File: src/rtl/descrypt_result_arbiter_pkg.sv
// descrypt_result_arbiter_pkg: shared field widths and packed result-record layout
// so the downstream packet builder can decode arbiter output.
package descrypt_result_arbiter_pkg;
    localparam int RAM_ADDR_MSB = 11;
    localparam int NUM_BATCHES_MSB = 15;
    localparam int NUM_PKTS_MSB = 15;
    localparam int RAM_W = RAM_ADDR_MSB + 1;
    localparam int BATCH_W = NUM_BATCHES_MSB + 1;
    localparam int PKT_W = NUM_PKTS_MSB + 1;
    localparam int REC_INST_LSB = RAM_W;

    function automatic int msb(input int x);
        int r;
        r = 0;
        for (int b = 0; b < 31; b++) if (x[b]) r = b;
        return r;
    endfunction

    function automatic int idx_w(input int n);
        return msb(n - 1) + 1;
    endfunction

    // Record layout, LSB first: ram_addr, instance, equal, key_valid,
    // batch_complete, batch_num, pkt_num, core_num.
    function automatic int rec_equal_bit(input int ni);
        return RAM_W + idx_w(ni);
    endfunction

    function automatic int rec_key_valid_bit(input int ni);
        return rec_equal_bit(ni) + 1;
    endfunction

    function automatic int rec_batch_complete_bit(input int ni);
        return rec_equal_bit(ni) + 2;
    endfunction

    function automatic int rec_batch_lsb(input int ni);
        return rec_equal_bit(ni) + 3;
    endfunction

    function automatic int rec_pkt_lsb(input int ni);
        return rec_batch_lsb(ni) + BATCH_W;
    endfunction

    function automatic int rec_core_lsb(input int ni);
        return rec_pkt_lsb(ni) + PKT_W;
    endfunction

    function automatic int rec_w(input int nc, input int ni);
        return rec_core_lsb(ni) + idx_w(nc);
    endfunction
endpackage

File: src/rtl/descrypt_result_arbiter_if.sv
// descrypt_result_arbiter_if: per-core comparator results in, merged tagged
// record stream and status out.
interface descrypt_result_arbiter_if
    import descrypt_result_arbiter_pkg::*;
#(
    parameter int NUM_CORES = 4,
    parameter int NUM_CRYPT_INSTANCES = 16,
    parameter int EQ_CNT_WIDTH = 16
);
    localparam int IW = idx_w(NUM_CRYPT_INSTANCES);
    localparam int REC_W = rec_w(NUM_CORES, NUM_CRYPT_INSTANCES);
    logic [NUM_CORES*RAM_W-1:0] core_dout;
    logic [NUM_CORES*IW-1:0] core_instance;
    logic [NUM_CORES-1:0] core_equal;
    logic [NUM_CORES-1:0] core_key_valid;
    logic [NUM_CORES-1:0] core_batch_complete;
    logic [NUM_CORES-1:0] core_wr_en;
    logic [NUM_CORES*BATCH_W-1:0] core_batch_num;
    logic [NUM_CORES*PKT_W-1:0] core_pkt_num;
    logic [NUM_CORES-1:0] core_full;
    logic [REC_W-1:0] out_data;
    logic out_wr_en;
    logic out_full;
    logic idle;
    logic [NUM_CORES-1:0] overflow_err;
    logic [EQ_CNT_WIDTH-1:0] eq_count;

    modport master (
        output core_dout, core_instance, core_equal, core_key_valid, core_batch_complete,
        output core_wr_en, core_batch_num, core_pkt_num, out_full,
        input core_full, out_data, out_wr_en, idle, overflow_err, eq_count
    );

    modport slave (
        input core_dout, core_instance, core_equal, core_key_valid, core_batch_complete,
        input core_wr_en, core_batch_num, core_pkt_num, out_full,
        output core_full, out_data, out_wr_en, idle, overflow_err, eq_count
    );
endinterface

File: src/rtl/descrypt_result_arbiter_rr_arbiter.sv
// descrypt_result_arbiter_rr_arbiter: N-way round-robin; grants the first
// requester after the last accepted index, wrapping.
module descrypt_result_arbiter_rr_arbiter
    import descrypt_result_arbiter_pkg::*;
#(
    parameter int N = 4,
    localparam int W = idx_w(N)
) (
    input  logic         clk,
    input  logic         rst,
    input  logic [N-1:0] req,
    input  logic         accept,
    output logic [N-1:0] gnt,
    output logic [W-1:0] idx,
    output logic         any
);
    logic [W-1:0] ptr_q, ptr_d;

    // Pass 0 scans above the pointer, pass 1 wraps to the pointer itself.
    always_comb begin
        gnt = '0;
        idx = '0;
        any = 1'b0;
        for (int p = 0; p < 2; p++)
            for (int j = 0; j < N; j++)
                if (!any && req[j] && ((j > int'(ptr_q)) == (p == 0))) begin
                    any = 1'b1;
                    idx = W'(j);
                    gnt[j] = 1'b1;
                end
        ptr_d = accept ? idx : ptr_q;
    end

    always_ff @(posedge clk or posedge rst)
        if (rst) ptr_q <= W'(N - 1);
        else ptr_q <= ptr_d;
endmodule

File: src/rtl/descrypt_result_arbiter.sv
// descrypt_result_arbiter: one holding slot per core, round-robin merge into a
// tagged record stream, sticky overflow flags and saturating equal counter.
module descrypt_result_arbiter
    import descrypt_result_arbiter_pkg::*;
#(
    parameter int NUM_CORES = 4,
    parameter int NUM_CRYPT_INSTANCES = 16,
    parameter int EQ_CNT_WIDTH = 16
) (
    input logic CMP_CLK,
    input logic RESET,
    descrypt_result_arbiter_if.slave bus
);
    localparam int IW = idx_w(NUM_CRYPT_INSTANCES);
    localparam int CW = idx_w(NUM_CORES);
    localparam int PAY_W = rec_core_lsb(NUM_CRYPT_INSTANCES);
    localparam int EQ_BIT = rec_equal_bit(NUM_CRYPT_INSTANCES);

    logic [PAY_W-1:0] pay [NUM_CORES];
    logic [PAY_W-1:0] slot_q [NUM_CORES];
    logic [PAY_W-1:0] slot_d [NUM_CORES];
    logic [NUM_CORES-1:0] occ_q, occ_d, ovf_q, ovf_d, req, gnt;
    logic [CW+PAY_W-1:0] out_data_q, out_data_d;
    logic out_wr_en_q, out_wr_en_d, idle_q, idle_d, any;
    logic [EQ_CNT_WIDTH-1:0] eq_count_q, eq_count_d;
    logic [CW-1:0] idx;

    for (genvar g = 0; g < NUM_CORES; g++) begin : g_pay
        assign pay[g] = {bus.core_pkt_num[g*PKT_W +: PKT_W], bus.core_batch_num[g*BATCH_W +: BATCH_W],
                         bus.core_batch_complete[g], bus.core_key_valid[g], bus.core_equal[g],
                         bus.core_instance[g*IW +: IW], bus.core_dout[g*RAM_W +: RAM_W]};
    end

    assign req = bus.out_full ? '0 : occ_q;

    descrypt_result_arbiter_rr_arbiter #(.N(NUM_CORES)) u_arb (
        .clk(CMP_CLK),
        .rst(RESET),
        .req(req),
        .accept(any),
        .gnt(gnt),
        .idx(idx),
        .any(any)
    );

    // A write into an occupied slot (even one being granted) is dropped and flagged.
    always_comb begin
        occ_d = occ_q;
        ovf_d = ovf_q;
        slot_d = slot_q;
        for (int i = 0; i < NUM_CORES; i++) begin
            occ_d[i] = occ_q[i] ? ~gnt[i] : bus.core_wr_en[i];
            ovf_d[i] = ovf_q[i] | (occ_q[i] & bus.core_wr_en[i]);
            slot_d[i] = (occ_q[i] | ~bus.core_wr_en[i]) ? slot_q[i] : pay[i];
        end
        out_wr_en_d = any;
        idle_d = ~|occ_d;
        out_data_d = any ? {idx, slot_q[idx]} : out_data_q;
        eq_count_d = (any && slot_q[idx][EQ_BIT] && !(&eq_count_q)) ? eq_count_q + EQ_CNT_WIDTH'(1) : eq_count_q;
    end

    always_ff @(posedge CMP_CLK or posedge RESET)
        if (RESET) begin
            occ_q <= '0;
            ovf_q <= '0;
            slot_q <= '{default: '0};
            out_wr_en_q <= 1'b0;
            idle_q <= 1'b1;
            out_data_q <= '0;
            eq_count_q <= '0;
        end else begin
            occ_q <= occ_d;
            ovf_q <= ovf_d;
            slot_q <= slot_d;
            out_wr_en_q <= out_wr_en_d;
            idle_q <= idle_d;
            out_data_q <= out_data_d;
            eq_count_q <= eq_count_d;
        end

    assign bus.core_full = occ_q;
    assign bus.out_data = out_data_q;
    assign bus.out_wr_en = out_wr_en_q;
    assign bus.idle = idle_q;
    assign bus.overflow_err = ovf_q;
    assign bus.eq_count = eq_count_q;
endmodule
File: src/flat_wrapper.sv
// flat-port wrapper written by rule: the top's interface ports become plain ports
module descrypt_result_arbiter_flat import descrypt_result_arbiter_pkg::*;
#(
    parameter int NUM_CORES = 4,
    parameter int NUM_CRYPT_INSTANCES = 16,
    parameter int EQ_CNT_WIDTH = 16
)
  (CMP_CLK, RESET, bus_core_dout, bus_core_instance, bus_core_equal, bus_core_key_valid, bus_core_batch_complete, bus_core_wr_en, bus_core_batch_num, bus_core_pkt_num, bus_out_full, bus_core_full, bus_out_data, bus_out_wr_en, bus_idle, bus_overflow_err, bus_eq_count);
  descrypt_result_arbiter_if #(.NUM_CORES(NUM_CORES), .NUM_CRYPT_INSTANCES(NUM_CRYPT_INSTANCES), .EQ_CNT_WIDTH(EQ_CNT_WIDTH)) bus_i ();
  input logic CMP_CLK;
  input logic RESET;
  input wire logic [$bits(bus_i.core_dout)-1:0] bus_core_dout;
  input wire logic [$bits(bus_i.core_instance)-1:0] bus_core_instance;
  input wire logic [$bits(bus_i.core_equal)-1:0] bus_core_equal;
  input wire logic [$bits(bus_i.core_key_valid)-1:0] bus_core_key_valid;
  input wire logic [$bits(bus_i.core_batch_complete)-1:0] bus_core_batch_complete;
  input wire logic [$bits(bus_i.core_wr_en)-1:0] bus_core_wr_en;
  input wire logic [$bits(bus_i.core_batch_num)-1:0] bus_core_batch_num;
  input wire logic [$bits(bus_i.core_pkt_num)-1:0] bus_core_pkt_num;
  input wire logic [$bits(bus_i.out_full)-1:0] bus_out_full;
  output wire logic [$bits(bus_i.core_full)-1:0] bus_core_full;
  output wire logic [$bits(bus_i.out_data)-1:0] bus_out_data;
  output wire logic [$bits(bus_i.out_wr_en)-1:0] bus_out_wr_en;
  output wire logic [$bits(bus_i.idle)-1:0] bus_idle;
  output wire logic [$bits(bus_i.overflow_err)-1:0] bus_overflow_err;
  output wire logic [$bits(bus_i.eq_count)-1:0] bus_eq_count;
  assign bus_i.core_dout = bus_core_dout;
  assign bus_i.core_instance = bus_core_instance;
  assign bus_i.core_equal = bus_core_equal;
  assign bus_i.core_key_valid = bus_core_key_valid;
  assign bus_i.core_batch_complete = bus_core_batch_complete;
  assign bus_i.core_wr_en = bus_core_wr_en;
  assign bus_i.core_batch_num = bus_core_batch_num;
  assign bus_i.core_pkt_num = bus_core_pkt_num;
  assign bus_i.out_full = bus_out_full;
  assign bus_core_full = bus_i.core_full;
  assign bus_out_data = bus_i.out_data;
  assign bus_out_wr_en = bus_i.out_wr_en;
  assign bus_idle = bus_i.idle;
  assign bus_overflow_err = bus_i.overflow_err;
  assign bus_eq_count = bus_i.eq_count;
  descrypt_result_arbiter #(.NUM_CORES(NUM_CORES), .NUM_CRYPT_INSTANCES(NUM_CRYPT_INSTANCES), .EQ_CNT_WIDTH(EQ_CNT_WIDTH)) u_core (.CMP_CLK(CMP_CLK), .RESET(RESET), .bus(bus_i));
endmodule
File: config.mk
export PLATFORM = sky130hd
export DESIGN_NAME = descrypt_result_arbiter_flat
export DESIGN_NICKNAME = d
export VERILOG_FILES = /design/src/rtl/descrypt_result_arbiter_pkg.sv /design/src/rtl/descrypt_result_arbiter_if.sv /design/src/rtl/descrypt_result_arbiter_rr_arbiter.sv /design/src/rtl/descrypt_result_arbiter.sv /design/src/flat_wrapper.sv
export SDC_FILE = /design/constraint.sdc
export NUM_CORES = 1
export LEC_CHECK = 0
export CAP_MARGIN = 20
export CORE_UTILIZATION = 50
export CTS_CLUSTER_SIZE = 30
export DETAILED_ROUTE_END_ITERATION = 16
export PLACE_DENSITY = 0.8
export SLEW_MARGIN = 20
export SYNTH_ARGS = -nofsm -noshare
export SYNTH_HDL_FRONTEND = slang
export SYNTH_SLANG_ARGS = --single-unit
export TNS_END_PERCENT = 20
File: constraint.sdc
create_clock -name CMP_CLK -period 12.7 [get_ports CMP_CLK]
set_clock_uncertainty 0.1 [all_clocks]
set_input_delay 2.54 -clock CMP_CLK [delete_from_list [all_inputs] [get_ports CMP_CLK]]
set_output_delay 2.54 -clock CMP_CLK [all_outputs]
set_load 0.02 [all_outputs]
==> summary.txt, run 1 <==
final hold violation count: 0
Slew Limit Fails: 0
Resized Gates After CTS: 0
average wire per cell in the routed design: 20.2 um
biggest fanout along the worst timing path: 90
synthesized-area fraction occupied by and/or/nand/nor cells: 0.0747
count of input and output buffers: 289
data required time at the worst endpoint: 12.98 ns
hold buffer count at CTS: 0
minimum clock period after layout: 5.55 ns
vias in the first global route: 9348
number of remaining DRC errors: 0
fraction of synthesized area in multiplexers: 0.216
clk_lat worst skew: 0.56 ns
level count of the clock H-tree: 1
number of antenna violations at the first check in global routing: 4
number of vias per cell: 5.67
total of warnings raised by yosys: 0
post-synth net total: 1197
deepest clock path buffer count: 3
initial cell density of the core: 0.515
total die area: 0.0251 mm2
Max Fclk: 180 MHz
fraction of layout instances using a drive strength above 1: 0.222
count of distinct cell types in the synthesized netlist: 47
final-stage net count: 1465
Die X: 158 um
EDFF count, synth: 0
outcome: complete, no violations
clock root buffer: sky130_fd_sc_hd__clkbuf_16
post-synthesis sequential area ratio: 0.583
Post-Route Utilization: 0.693
main combinational cell family by area after synthesis: multiplexers
number of setup buffers added after CTS: 0
synth-to-layout area growth: 34.5%
class of the most critical hold timing path: flop to flop
post-detailed-placement cell area: 0.0154 mm2
largest net degree at the start of global routing: 141
number of nets with antenna violations after detailed routing: 0
total power: 4.06 mW
share of flip-flops with an asynchronous set or reset after synthesis: 1.00
max-slew headroom at the worst pin: 0.265
Placer Congestion: 0.856
CP endpoint kind: flop
leakage power figure: 7.19 nW
first-pass GRT wire length: 50600 um
final standard cell area without fillers: 0.0165 mm2
number of optimization iterations in the first detailed-route pass: 5
via count: 9061
arrival time at the worst endpoint: 5.82 ns
row cnt: 56
number of I/O pins: 290
arithmetic-cell share of the synthesized area counting full adders, half adders and majority gates: 0.00102
Routed Wire Length: 32300 um
Syn Area/Cell: 12.4 um2
placeable core region: 0.0238 mm2
clock transition at the registers of the reported paths: 0.06 ns
largest vdd supply drop: 0.156 mV
setup tns final: 0 ns
type of the worst setup path: input port to flop
post-synthesis xor/xnor area fraction: 0.0107
global-route usage over all layers: 0.262
# Max-Cap Violations: 0
number of buffers added by the clock tree synthesis step: 30
crit start category: input port
Worst Tran Pin Value: 1.10 ns
Final HPWL DP: 20000 um
Overflow after GRT: 0
setup violators final: 0
number of clock sinks: 285
unrepaired setup endpoints after global routing: false
number of filler cells placed in the layout: 1716
CTS tree: yes
final critical-path share of the clock period: 0.437
number of violations reported at the end of detailed-routing iteration 0: 587
number of storage elements in the synthesis netlist: 285
post-synthesis instance area: 0.0122 mm2
number of cells produced by synthesis: 985
pwr dens: 246 mW/mm2
predominant post-synthesis flop cell: sky130_fd_sc_hd__dfrtp_1
compound-cell area share of the yosys netlist: 0.0906
overall die height: 158 um
-- worst max-delay path, stage by stage --
cell	delay (ns)
sky130_fd_sc_hd__clkdlybuf4s50_1	0.52
sky130_fd_sc_hd__or4b_1	0.61
sky130_fd_sc_hd__or4_1	0.62
sky130_fd_sc_hd__o21a_4	0.16
sky130_fd_sc_hd__buf_4	0.44
sky130_fd_sc_hd__nand2_1	0.70
sky130_fd_sc_hd__o221ai_1	0.21
-- path summary, 6_finish.rpt --
check,start,depth (start not counted),end,slack (ns)
max,bus_out_full,7,u_core.bus.out_data[1],7.15
min,u_core.bus.overflow_err[1],1,u_core.bus.overflow_err[1],0.35
max reg2reg,u_core.bus.core_full[3],6,u_core.bus.out_data[1],9.11
min reg2reg,u_core.bus.overflow_err[1],1,u_core.bus.overflow_err[1],0.35
max in group asynchronous,RESET,4,u_core.slot_q[7],7.58
min in group asynchronous,RESET,2,u_core.slot_q[184],2.44
-- kinds of logic after synthesis --
group                    Yosys count
AO/OA/AOI/OAI                    163
flip-flops                       285
buffers and inverters             71
XOR/XNOR                          15
multiplexers                     238
AND/OR/NAND/NOR                  212
adder cells (fa/ha/maj)            1
-- state kept, by name, summed over array words and instances (netlist names) --
name / cells
u_core.bus.eq_count: 16
u_core.bus.core_full: 4
u_core.u_arb.ptr_q: 2
u_core.bus.out_data: 53
u_core.bus.overflow_err: 4
u_core.bus.idle: 1
u_core.bus.out_wr_en: 1
u_core.slot_q: 204
-- power breakdown --
part	total (mW)	internal, mW	switching [mW]
registers	1.62	1.35	0.265
clock network	0.925	0.571	0.354
logic	1.52	0.769	0.749
-- synth_stat cells (4+ instances only) --
master                      number  area share
sky130_fd_sc_hd__a21o_1          6      0.0037
sky130_fd_sc_hd__xnor2_1        15       0.011
sky130_fd_sc_hd__mux2i_1        32       0.026
sky130_fd_sc_hd__nand3_1         6      0.0025
sky130_fd_sc_hd__mux2_2        206        0.19
sky130_fd_sc_hd__and4_1          7      0.0050
sky130_fd_sc_hd__a211o_1        34       0.024
sky130_fd_sc_hd__a21oi_1        72       0.029
sky130_fd_sc_hd__and3_1          4      0.0020
sky130_fd_sc_hd__o221ai_1       16       0.011
sky130_fd_sc_hd__nand2_1       164       0.050
sky130_fd_sc_hd__clkbuf_1       42       0.013
sky130_fd_sc_hd__nor2_1          9      0.0028
sky130_fd_sc_hd__inv_1           5      0.0015
sky130_fd_sc_hd__nor2b_1         4      0.0020
sky130_fd_sc_hd__o2111ai_1       4      0.0029
sky130_fd_sc_hd__o211ai_1        8      0.0049
sky130_fd_sc_hd__o21ai_0         9      0.0037
sky130_fd_sc_hd__dfrtp_1       282        0.58
sky130_fd_sc_hd__buf_1           7      0.0021
sky130_fd_sc_hd__buf_2          14      0.0057
-- metal layers --
metal | wire length, um | vias to the layer above | track usage
met5 | 0 | - | 0
met4 | 1160 | 0 | 0.0962
met3 | 2540 | 74 | 0.0656
met2 | 15300 | 357 | 0.422
met1 | 13400 | 4578 | 0.344
li1 | - | 4052 | -
-- cells in the final DEF (no fill, tap or decap), types with 3 or more instances in the layout --
cell type,Yosys,layout
sky130_fd_sc_hd__clkdlybuf4s50_1,0,289
sky130_fd_sc_hd__dfrtp_1,282,282
sky130_fd_sc_hd__mux2_2,206,206
sky130_fd_sc_hd__nand2_1,164,163
sky130_fd_sc_hd__a21oi_1,72,72
sky130_fd_sc_hd__a211o_1,34,34
sky130_fd_sc_hd__mux2i_1,32,32
sky130_fd_sc_hd__clkbuf_16,0,30
sky130_fd_sc_hd__o221ai_1,16,16
sky130_fd_sc_hd__xnor2_1,15,15
sky130_fd_sc_hd__buf_4,0,12
sky130_fd_sc_hd__clkbuf_8,0,10
sky130_fd_sc_hd__o21ai_0,9,9
sky130_fd_sc_hd__nor2_1,9,9
sky130_fd_sc_hd__o211ai_1,8,8
sky130_fd_sc_hd__and4_1,7,7
sky130_fd_sc_hd__nand3_1,6,6
sky130_fd_sc_hd__clkbuf_1,42,6
sky130_fd_sc_hd__a21o_1,6,5
sky130_fd_sc_hd__diode_2,0,4
sky130_fd_sc_hd__inv_1,5,4
sky130_fd_sc_hd__and3_1,4,4
sky130_fd_sc_hd__o2111ai_1,4,4
sky130_fd_sc_hd__bufinv_16,0,4
sky130_fd_sc_hd__nor2b_1,4,3
sky130_fd_sc_hd__nor4_1,3,3
sky130_fd_sc_hd__and2_1,3,3
sky130_fd_sc_hd__clkinv_2,0,3
sky130_fd_sc_hd__dfstp_2,3,3
-- per-stage QoR --
stage | instances | hold WS [ns] | worst slack (ns)
after floorplan | 985 | 0.371 | 2.20
after global placement | 1540 | 0.338 | 6.70
after detailed placement | 1540 | 0.345 | 6.60
after CTS | 1594 | 0.359 | 7.18
after global routing | 1598 | 0.370 | 7.07
final | 1598 | 0.355 | 7.15
-- area by class of cell --
type,count,area [um2],area share
flip-flops and latches,285,7140,0.433
multi-input cells,629,4850,0.294
repair buffers,301,2980,0.181
clock buffers,46,911,0.0553
well taps,319,399,0.0242
clock inverters,8,151,0.00919
inverters,6,30.0,0.00182
diodes,4,10.0,0.000608
No activity file was read; power rests on OpenSTA's default activity.
==> inputs of run 2 (changes only) <==
Clock period 12.7 ns to 5.2 ns, I/O delays scaled along.
==> summary.txt, run 2 (synthesis results as in run 1) <==
placeable core region: 0.0238 mm2 (unchanged)
CP endpoint kind: flop
number of buffers added by the clock tree synthesis step: 30 (unchanged)
biggest fanout along the worst timing path: 19 (-79%)
leakage power figure: 7.20 nW (+0.14%)
Cell Chain, Critical Path: clkdlybuf4s50_1, or4b_1, or4_1, o21ai_4, nand3_1, o211ai_1, mux2_2
clock root buffer: sky130_fd_sc_hd__clkbuf_16
number of setup buffers added after CTS: 0 (unchanged)
Routed Wire Length: 32200 um (-0.53%)
arrival time at the worst endpoint: 4.21 ns (-1.61 ns)
# Max-Cap Violations: 0 (unchanged)
WP buf/inv: 1 (-1)
overall die height: 158 um (unchanged)
Placer Congestion: 0.865 (+1.1%)
total power: 9.87 mW (+140%)
Die X: 158 um (unchanged)
Comb power frac: 0.375 (about the same)
type of the worst setup path: input port to flop
met3 routing resource usage after global routing: 0.0694 (+0.00381)
number of nets with antenna violations after detailed routing: 0 (unchanged)
fraction of layout instances using a drive strength above 1: 0.226 (+0.00374)
setup violators final: 0 (unchanged)
outcome: complete, no violations
via count: 8939 (-1.3%)
clk_lat worst skew: 0.54 ns (-0.02 ns)
area of the multi-input gates: 0.00485 mm2 (unchanged)
largest register by flop count: u_core.slot_q
vias in the first global route: 9346 (-0.021%)
total die area: 0.0251 mm2 (unchanged)
deepest clock path buffer count: 3 (unchanged)
number of filler cells placed in the layout: 1649 (-3.9%)
number of optimization iterations in the first detailed-route pass: 5 (unchanged)
unrepaired setup endpoints after global routing: false
number of I/O pins: 290 (unchanged)
largest net degree at the start of global routing: 150 (+6.4%)
Max Fclk: 257 MHz
largest vdd supply drop: 0.437 mV (+180%)
Overflow after GRT: 0 (unchanged)
count of input and output buffers: 289 (unchanged)
crit start category: input port
delay of the slowest critical-path stage: 0.62 ns (-0.08 ns)
clock transition at the registers of the reported paths: 0.06 ns (about the same)
most common cell after layout, fill and taps aside: sky130_fd_sc_hd__clkdlybuf4s50_1
Final HPWL DP: 20600 um (+3.0%)
row cnt: 56 (unchanged)
Clock power frac: 0.227 (about the same)
first-pass GRT wire length: 50100 um (-0.95%)
worst-case register-to-register setup slack: 1.87 ns (-7.24 ns)
worst slack at placement: 0.830 ns (-5.77 ns)
GRT Max-Usage Layer: met2
Net Sw Frac: 0.337 (-0.000399)
final hold violation count: 0 (unchanged)
number of vias per cell: 5.59 (-1.5%)
number of standard cells in the final layout excluding fillers: 1600 (+0.13%)
initial cell density of the core: 0.515 (unchanged)
flip-flop count of the largest register after layout: 204 (unchanged)
level count of the clock H-tree: 1 (unchanged)
final critical-path share of the clock period: 0.747
minimum clock period after layout: 3.89 ns
Slew Limit Fails: 0 (unchanged)
highest-count cells in the layout ignoring fill and taps: 289 x sky130_fd_sc_hd__clkdlybuf4s50_1, 282 x sky130_fd_sc_hd__dfrtp_1, 206 x sky130_fd_sc_hd__mux2_2
Resized Gates After CTS: 0 (unchanged)
setup tns final: 0 ns (unchanged)
final standard cell area without fillers: 0.0165 mm2 (+0.14%)
class of the most critical hold timing path: flop to flop
Global Route met2 Usage: 0.431 (+0.00835)
final-stage net count: 1465 (unchanged)
switching power: 3.32 mW (+140%)
average wire per cell in the routed design: 20.1 um (-0.65%)
data required time at the worst endpoint: 5.52 ns (-7.46 ns)
Cell Int Power: 6.55 mW (+140%)
top cell family by delay on the critical path: simple AND/OR/NAND/NOR gates
synth-to-layout area growth: 34.7%
FF+latch area: 0.00714 mm2 (unchanged)
post-detailed-placement cell area: 0.0154 mm2 (+0.14%)
crit path max-delay cell type: sky130_fd_sc_hd__or4_1
Cell Count Post-Placement: 1540 (unchanged)
setup ws final: 1.31 ns (-5.84 ns)
max-slew headroom at the worst pin: 0.262 (-0.00348)
sequential power share: 0.398 (about the same)
hold buffer count at CTS: 0 (unchanged)
number of violations reported at the end of detailed-routing iteration 0: 467 (-20%)
Worst Tran Pin Value: 1.11 ns (+0.00522 ns)
number of clock sinks: 285 (unchanged)
CTS tree: yes
met1 track demand over resource in global routing: 0.332 (-0.0114)
number of antenna violations at the first check in global routing: 6 (+2)
global-route usage over all layers: 0.262 (-0.000573)
pwr dens: 599 mW/mm2 (+140%)
number of remaining DRC errors: 0 (unchanged)
run 2: changes by cell type in the layout (fill, tap and decap cells not counted), sizes merged:
| cell | delta |
|---|---|
| inv | -1 |
| bufinv | -1 |
| clkinv | +4 |
| clkinvlp | +2 |
| diode | +1 |
| clkbuf | -3 |
run 2: final timing paths:
kind                                            start                         end  depth (start not counted)
max                                      bus_out_full      u_core.bus.eq_count[1]                          7
min                        u_core.bus.overflow_err[1]  u_core.bus.overflow_err[1]                          1
max reg2reg                     u_core.u_arb.ptr_q[1]      u_core.bus.eq_count[1]                          6
min reg2reg                u_core.bus.overflow_err[1]  u_core.bus.overflow_err[1]                          1
max in group asynchronous                       RESET           u_core.slot_q[24]                          3
min in group asynchronous                       RESET            u_core.slot_q[8]                          3
run 2: layer usage:
| metal | share of wire | up-vias |
|---|---|---|
| li1 | - | 4046 |
| met1 | 0.41 | 4503 |
| met2 | 0.48 | 330 |
| met3 | 0.077 | 56 |
| met4 | 0.028 | 4 |
| met5 | 0.00084 | - |
run 2: power by group through the flow:
stage | sequential (mW) | combinational [mW] | clock [mW]
after floorplan | 4.04 | 2.28 | 0
after global placement | 3.90 | 3.59 | 0
after detailed placement | 3.94 | 3.71 | 0
after CTS | 3.92 | 3.73 | 2.28
after global routing | 4.05 | 4.01 | 2.37
final | 3.93 | 3.70 | 2.24
run 2: final cells by class:
class	instances	area share
multi-input combinational	629	0.294
clock buffer	43	0.0558
clock inverter	12	0.00857
antenna	5	0.000759
inverter	6	0.00159
sequential	285	0.433
tap	319	0.0242
timing repair buffer	301	0.182
run 2: metrics by stage:
stage,hold slack [ns],util
floorplan,0.371,-
detailed placement,0.347,0.649
finish,0.357,0.694
global placement,0.337,0.649
global route,0.390,0.694
CTS,0.361,0.694
